$ cat src/rtl/stereo_pattern_tx.sv
// stereo_pattern_tx: AXI4-Stream synthetic stereo frame generator.
// Column-interleaved L/R texture with a known disparity for pipeline bring-up.
module stereo_pattern_tx #(
    parameter int WIDTH                 = 3840,
    parameter int HEIGHT                = 2160,
    parameter int MAX_SAMPLES_PER_CLOCK = 4,
    parameter int AXIS_TDATA_WIDTH      = 32,
    parameter int H_BLANK               = 8,
    parameter int V_BLANK               = 64
) (
    input  logic                          aclk,
    input  logic                          aresetn,
    input  logic                          enable,
    input  logic [7:0]                    disp_shift,
    output logic [3*AXIS_TDATA_WIDTH-1:0] m_axis_img_tdata,
    output logic                          m_axis_img_tuser,
    output logic                          m_axis_img_tlast,
    output logic                          m_axis_img_tvalid,
    input  logic                          m_axis_img_tready,
    output logic                          frame_done,
    output logic [15:0]                   frame_cnt
);

    localparam int MSPC  = MAX_SAMPLES_PER_CLOCK;
    localparam int TDW   = 3 * AXIS_TDATA_WIDTH;
    localparam int BEATS = WIDTH / MSPC;
    localparam int BXW   = (BEATS > 1) ? $clog2(BEATS) : 1;
    localparam int YW    = (HEIGHT > 1) ? $clog2(HEIGHT) : 1;
    localparam int GMAX  = (H_BLANK > V_BLANK) ? H_BLANK : V_BLANK;
    localparam int GW    = (GMAX > 1) ? $clog2(GMAX) : 1;

    localparam logic [BXW-1:0] BX_LAST = BXW'(BEATS - 1);
    localparam logic [YW-1:0]  Y_LAST  = YW'(HEIGHT - 1);
    localparam logic [GW-1:0]  H_LAST  = GW'((H_BLANK > 0) ? H_BLANK - 1 : 0);
    localparam logic [GW-1:0]  V_LAST  = GW'((V_BLANK > 0) ? V_BLANK - 1 : 0);

    typedef enum logic [1:0] {
        S_IDLE,
        S_ACTIVE,
        S_HGAP,
        S_VGAP
    } state_t;

    state_t           state_q, state_d;
    logic [BXW-1:0]   bx_q, bx_d;
    logic [YW-1:0]    y_q, y_d;
    logic [GW-1:0]    gap_q, gap_d;
    logic [7:0]       d_q, d_d;
    logic [15:0]      cnt_q, cnt_d;
    logic [TDW-1:0]   tdata_q, tdata_d;
    logic             tvalid_q, tvalid_d;
    logic             tuser_q, tuser_d;
    logic             tlast_q, tlast_d;
    logic             accept;

    // Pixels of one beat: even x samples the left view, odd x the right view shifted by d.
    function automatic logic [TDW-1:0] beat_pixels(
        input logic [BXW-1:0] bx,
        input logic [YW-1:0]  y,
        input logic [7:0]     d
    );
        logic [TDW-1:0] data;
        logic [7:0]     cb, yb, hc, hy, v;
        int             x;
        data = '0;
        yb   = 8'(y);
        hy   = yb * 8'd101;
        for (int k = 0; k < MSPC; k++) begin
            x  = int'(bx) * MSPC + k;
            cb = 8'(x >> 1);
            if (x[0]) begin
                cb = cb + d;
            end
            hc = cb * 8'd37;
            v  = hc ^ hy;
            data[24*k +: 24] = {v, v, v};
        end
        return data;
    endfunction

    assign accept = tvalid_q & m_axis_img_tready;

    // Next-state, beat counters, disparity latch and registered AXIS outputs.
    always_comb begin
        state_d = state_q;
        bx_d    = bx_q;
        y_d     = y_q;
        gap_d   = gap_q;
        d_d     = d_q;
        cnt_d   = cnt_q;
        unique case (state_q)
            S_IDLE: begin
                if (enable) begin
                    state_d = S_ACTIVE;
                    bx_d    = '0;
                    y_d     = '0;
                    d_d     = disp_shift;
                end
            end
            S_ACTIVE: begin
                if (accept) begin
                    if (bx_q != BX_LAST) begin
                        bx_d = bx_q + 1'b1;
                    end else begin
                        bx_d  = '0;
                        gap_d = '0;
                        if (y_q != Y_LAST) begin
                            y_d = y_q + 1'b1;
                            if (H_BLANK > 0) begin
                                state_d = S_HGAP;
                            end
                        end else begin
                            y_d   = '0;
                            cnt_d = cnt_q + 16'd1;
                            if (V_BLANK > 0) begin
                                state_d = S_VGAP;
                            end else if (enable) begin
                                d_d = disp_shift;
                            end else begin
                                state_d = S_IDLE;
                            end
                        end
                    end
                end
            end
            S_HGAP: begin
                if (gap_q == H_LAST) begin
                    state_d = S_ACTIVE;
                end else begin
                    gap_d = gap_q + 1'b1;
                end
            end
            S_VGAP: begin
                if (gap_q == V_LAST) begin
                    if (enable) begin
                        state_d = S_ACTIVE;
                        d_d     = disp_shift;
                    end else begin
                        state_d = S_IDLE;
                    end
                end else begin
                    gap_d = gap_q + 1'b1;
                end
            end
            default: state_d = S_IDLE;
        endcase
        tvalid_d = (state_d == S_ACTIVE);
        tuser_d  = tvalid_d && (bx_d == '0) && (y_d == '0);
        tlast_d  = tvalid_d && (bx_d == BX_LAST);
        tdata_d  = tvalid_d ? beat_pixels(bx_d, y_d, d_d) : '0;
    end

    // State and output registers; reset clears tvalid immediately.
    always_ff @(posedge aclk or negedge aresetn) begin
        if (!aresetn) begin
            state_q  <= S_IDLE;
            bx_q     <= '0;
            y_q      <= '0;
            gap_q    <= '0;
            d_q      <= '0;
            cnt_q    <= '0;
            tdata_q  <= '0;
            tvalid_q <= 1'b0;
            tuser_q  <= 1'b0;
            tlast_q  <= 1'b0;
        end else begin
            state_q  <= state_d;
            bx_q     <= bx_d;
            y_q      <= y_d;
            gap_q    <= gap_d;
            d_q      <= d_d;
            cnt_q    <= cnt_d;
            tdata_q  <= tdata_d;
            tvalid_q <= tvalid_d;
            tuser_q  <= tuser_d;
            tlast_q  <= tlast_d;
        end
    end

    assign m_axis_img_tdata  = tdata_q;
    assign m_axis_img_tuser  = tuser_q;
    assign m_axis_img_tlast  = tlast_q;
    assign m_axis_img_tvalid = tvalid_q;
    assign frame_cnt         = cnt_q;
    assign frame_done        = accept & tlast_q & (y_q == Y_LAST);

endmodule
$ cat config.mk
export PLATFORM = sky130hd
export DESIGN_NAME = stereo_pattern_tx
export DESIGN_NICKNAME = d
export VERILOG_FILES = /design/src/rtl/stereo_pattern_tx.sv
export SDC_FILE = /design/constraint.sdc
export NUM_CORES = 1
export LEC_CHECK = 0
export CAP_MARGIN = 15
export CORE_UTILIZATION = 40
export DETAILED_ROUTE_END_ITERATION = 10
export GPL_TIMING_DRIVEN = 0
export PLACE_DENSITY_LB_ADDON = 0.2
export SYNTH_ARGS = -nofsm -noshare
export SYNTH_HDL_FRONTEND = slang
export SYNTH_SLANG_ARGS = --single-unit
export TNS_END_PERCENT = 20
$ cat constraint.sdc
create_clock -name aclk -period 14.95 [get_ports aclk]
set_input_delay 2.99 -clock aclk [delete_from_list [all_inputs] [get_ports aclk]]
set_output_delay 2.99 -clock aclk [all_outputs]
set_load 0.01 [all_outputs]
==> flow_summary.json <==
{
  "status": "completed",
  "final-hold-violation-count": 0,
  "drv_slew": 0,
  "initial_core_util_pct": 41.4,
  "antenna-diode-count": 0,
  "period_needed_ns": 8.85,
  "yosys.cell_types.count": 59,
  "grt_max_degree": 51,
  "path_class": "in -> reg",
  "r2r-start": "state_q[1]",
  "drc": 0,
  "rsz0062_at_grt": "false",
  "post_cts_buffers": 0,
  "die_w_um": 128,
  "setup_tns_ns": 0,
  "n_fill_cell": 1395,
  "grt_pass1_vias": 5061,
  "ys.flop_type": "dfrtp_1",
  "clock-sinks": 88,
  "async_reset_ff_share_pct": 100,
  "cts_resized": 0,
  "relSlewSlack_pct": 19.3,
  "skew_ns": 0.00757,
  "antenna_found_initial": 0,
  "core-area_um2": 15400,
  "drt_iter0_drc": 264,
  "crit_fanout": 10,
  "syn-cell-area_um2": 6370,
  "wire_per_inst_um": 15.4,
  "post-place-ws_ns": 5.79,
  "synth.avg_cell_area_um2": 9.74,
  "fin_area_um2": 8220,
  "yosys_warnings": 0,
  "synth_nets": 742,
  "grt_first_pass_wirelength_um": 25500,
  "path_cells": "clkdlybuf4s50_1 -> and2_1 -> clkbuf_1 -> a41o_1 -> clkbuf_1 -> o31ai_1 -> ha_1 -> clkbuf_1 -> a21oi_1 -> o21ai_0 -> a21oi_1 -> o21ai_0 -> xor2_1 -> ha_1 -> ha_1 -> inv_1 -> fa_1 -> inv_1 -> ha_1 -> a21oi_1 -> xnor2_1 -> xnor3_1 -> and2_1",
  "reg2reg_setup_slack_ns": 8.69,
  "startpoint": "m_axis_img_tready",
  "place_area_um2": 7930,
  "via_per_inst": 5.01,
  "cp.depth": 23,
  "clk_latency_ns": 0.36,
  "finalSetupViolations": 0,
  "ctsHoldBuffers": 0,
  "num_rows": 45,
  "via_count": 5055,
  "numCtsBuffers": 9,
  "crit_slowest_cell": "o31ai_1",
  "r2r_end": "m_axis_img_tdata[87]",
  "holdCritPathClass": "reg -> reg",
  "worst_pin_slew_ns": 1.20,
  "ant_nets": 0,
  "crit_path_max_incr_delay_ns": 0.87,
  "worstSetupEndpointType": "flip-flop",
  "crit_top_cell": "ha_1",
  "wl_um": 15500,
  "io_buffers": 127,
  "h-tree-depth": 3,
  "num_io_pins": 128,
  "power_density_nw_per_um2": 215,
  "setup_ws_ns": 6.10,
  "design.die.area_um2": 16400,
  "synth_edf_count": 0,
  "cp.required_ns": 15.19,
  "worst_ep_arrival_time_ns": 9.09,
  "clk_pin_slew_ns": 0.06,
  "place.gp.congestion": 0.874,
  "ctsLongestPathBuffers": 2,
  "endpoint": "m_axis_img_tdata[87]",
  "cts_root_buf": "clkbuf_16",
  "timing.hold.ws_ns": 0.469,
  "reg2reg_depth": 24,
  "synth-seq-area-share_pct": 34.6,
  "start_kind": "input pin",
  "irDropWorstVdd_mv": 0.172,
  "grt_use_total_pct": 20.1,
  "drv_cap": 0,
  "globalRouteOverflowTotal": 0,
  "syn_to_final_growth_pct": 29.0,
  "die_h_um": 128,
  "layout-drive-gt1-share_pct": 13.0,
  "clock.fmax_mhz": 113,
  "p_leak_nw": 3.82,
  "first_pass_iters": 5,
  "ys_seq_elements": 88,
  "cts_tree": "built",
  "crit_family": "compound AO/OA/AOI/OAI gates",
  "dpl.hpwl_um": 12000,
  "path_buf_inv": 6,
  "finalNetCount": 881,
  "period_share_pct": 59.2,
  "postSynthCellCount": 654
}
-- cell families (layout without fill, tap and decap cells) --
group | after synthesis | after routing | synth area share, %
and+or+nand+nor | 168 | 168 | 13.5
buffers and inverters | 129 | 273 | 11.8
AOI/OAI and AO/OA | 101 | 101 | 10.6
DFF | 88 | 88 | 34.6
xor gates and xnor gates | 85 | 85 | 12.4
adders and majority gates | 77 | 77 | 16.3
muxes | 6 | 6 | 0.963
-- how the worst min path moves through the flow --
stage,end,start,cells after the start,slack (ns)
after global placement,frame_cnt[15],frame_cnt[15],1,0.46
after global routing,frame_cnt[15],frame_cnt[15],1,0.49
after detailed placement,frame_cnt[15],frame_cnt[15],1,0.46
after floorplan,d_q[3],d_q[3],1,0.48
after CTS,frame_cnt[15],frame_cnt[15],1,0.48
final,frame_cnt[15],frame_cnt[15],1,0.47
-- metrics by stage --
stage / cells / util, % / total power [mW]
2_1_floorplan: 654 / - / 1.18
3_3_place_gp: 992 / 51.4 / 1.53
3_5_place_dp: 993 / 51.6 / 1.55
4_1_cts: 1009 / 53.4 / 1.79
5_1_grt: 1009 / 53.4 / 1.95
6_report: 1009 / 53.4 / 1.77
-- final cells by class --
cell class	count	area, um2	share of cell area, %
inverters	47	176	2.15
clock inverters	4	28.8	0.350
plain buffers	82	574	6.99
clock buffers	12	256	3.12
well taps	211	264	3.21
multi-input cells	437	3420	41.6
flip-flops and latches	88	2200	26.8
repair buffers	128	1300	15.8
-- routing by layer --
metal / wire (um) / GRT usage (%) / vias to the layer above
met3: 579 / 3.96 / 19
met2: 7780 / 34.1 / 96
met5: 0 / 0 / -
met4: 236 / 6.51 / 0
met1: 6900 / 25.6 / 2477
li1: - / - / 2463
-- state kept, by name, indices dropped and copies added, names as in the netlist --
register           flops
m_axis_img_tuser       1
m_axis_img_tvalid      1
gap_q                  6
d_q                    8
m_axis_img_tlast       1
m_axis_img_tdata      31
state_q                2
frame_cnt             16
bx_q                  10
y_q                   12
-- placed cells by master (no fill, tap or decap), types with 9 or more instances in the layout --
cell | synthesis | routed
dfrtp_1 | 88 | 88
nand2_1 | 28 | 28
clkbuf_16 | 0 | 9
fa_1 | 10 | 10
nor2_1 | 54 | 54
ha_1 | 66 | 66
a21o_1 | 9 | 9
xor2_1 | 28 | 28
clkdlybuf4s50_1 | 0 | 126
nor3_1 | 10 | 10
a21oi_1 | 19 | 19
inv_1 | 47 | 47
xnor2_1 | 53 | 53
nand4_1 | 17 | 17
clkbuf_1 | 9 | 10
nand3_1 | 21 | 21
buf_4 | 66 | 67
o21ai_0 | 30 | 30
-- power breakdown --
group / leakage (nW) / total, mW / switching (mW) / internal [mW]
registers: 1.11 / 0.336 / 0.0383 / 0.297
clock network: 0.135 / 0.219 / 0.0974 / 0.122
logic: 2.57 / 1.21 / 0.551 / 0.660
total: 3.82 / 1.77 / 0.687 / 1.08
-- worst register-to-register path: cells and delay by family (launching register included) --
kind,cells,cell delay [ns]
compound gates,7,2.03
simple gates,1,0.17
flops,1,0.43
buf+inv,7,1.00
fa+ha+maj,6,1.97
xor+xnor,3,0.55
-- synth_stat cells (all sizes together) (2+ instances only) --
cell type,instances,area (um2)
and3,7,53.8
and2,6,37.5
xnor3,2,46.3
o31ai,6,50.1
inv,47,176
and4,4,35.0
nor4,6,37.5
nand3,21,105
xor2,28,245
fa,10,200
a31oi,6,37.5
a41oi,2,17.5
nand4,18,119
nor2b,3,18.8
dfrtp,88,2200
mux2i,5,50.1
a21oi,19,95.1
nor2,54,203
nor3,10,50.1
nor3b,2,20.0
o41ai,3,26.3
nand2b,3,18.8
a32oi,2,17.5
a21o,9,67.6
a22o,8,70.1
ha,66,826
a22oi,2,15.0
or2,2,12.5
clkbuf,9,33.8
o31a,4,35.0
xnor2,55,497
buf,73,541
nand2,28,105
o21ai,31,159
(Power assumes the default switching activity.)
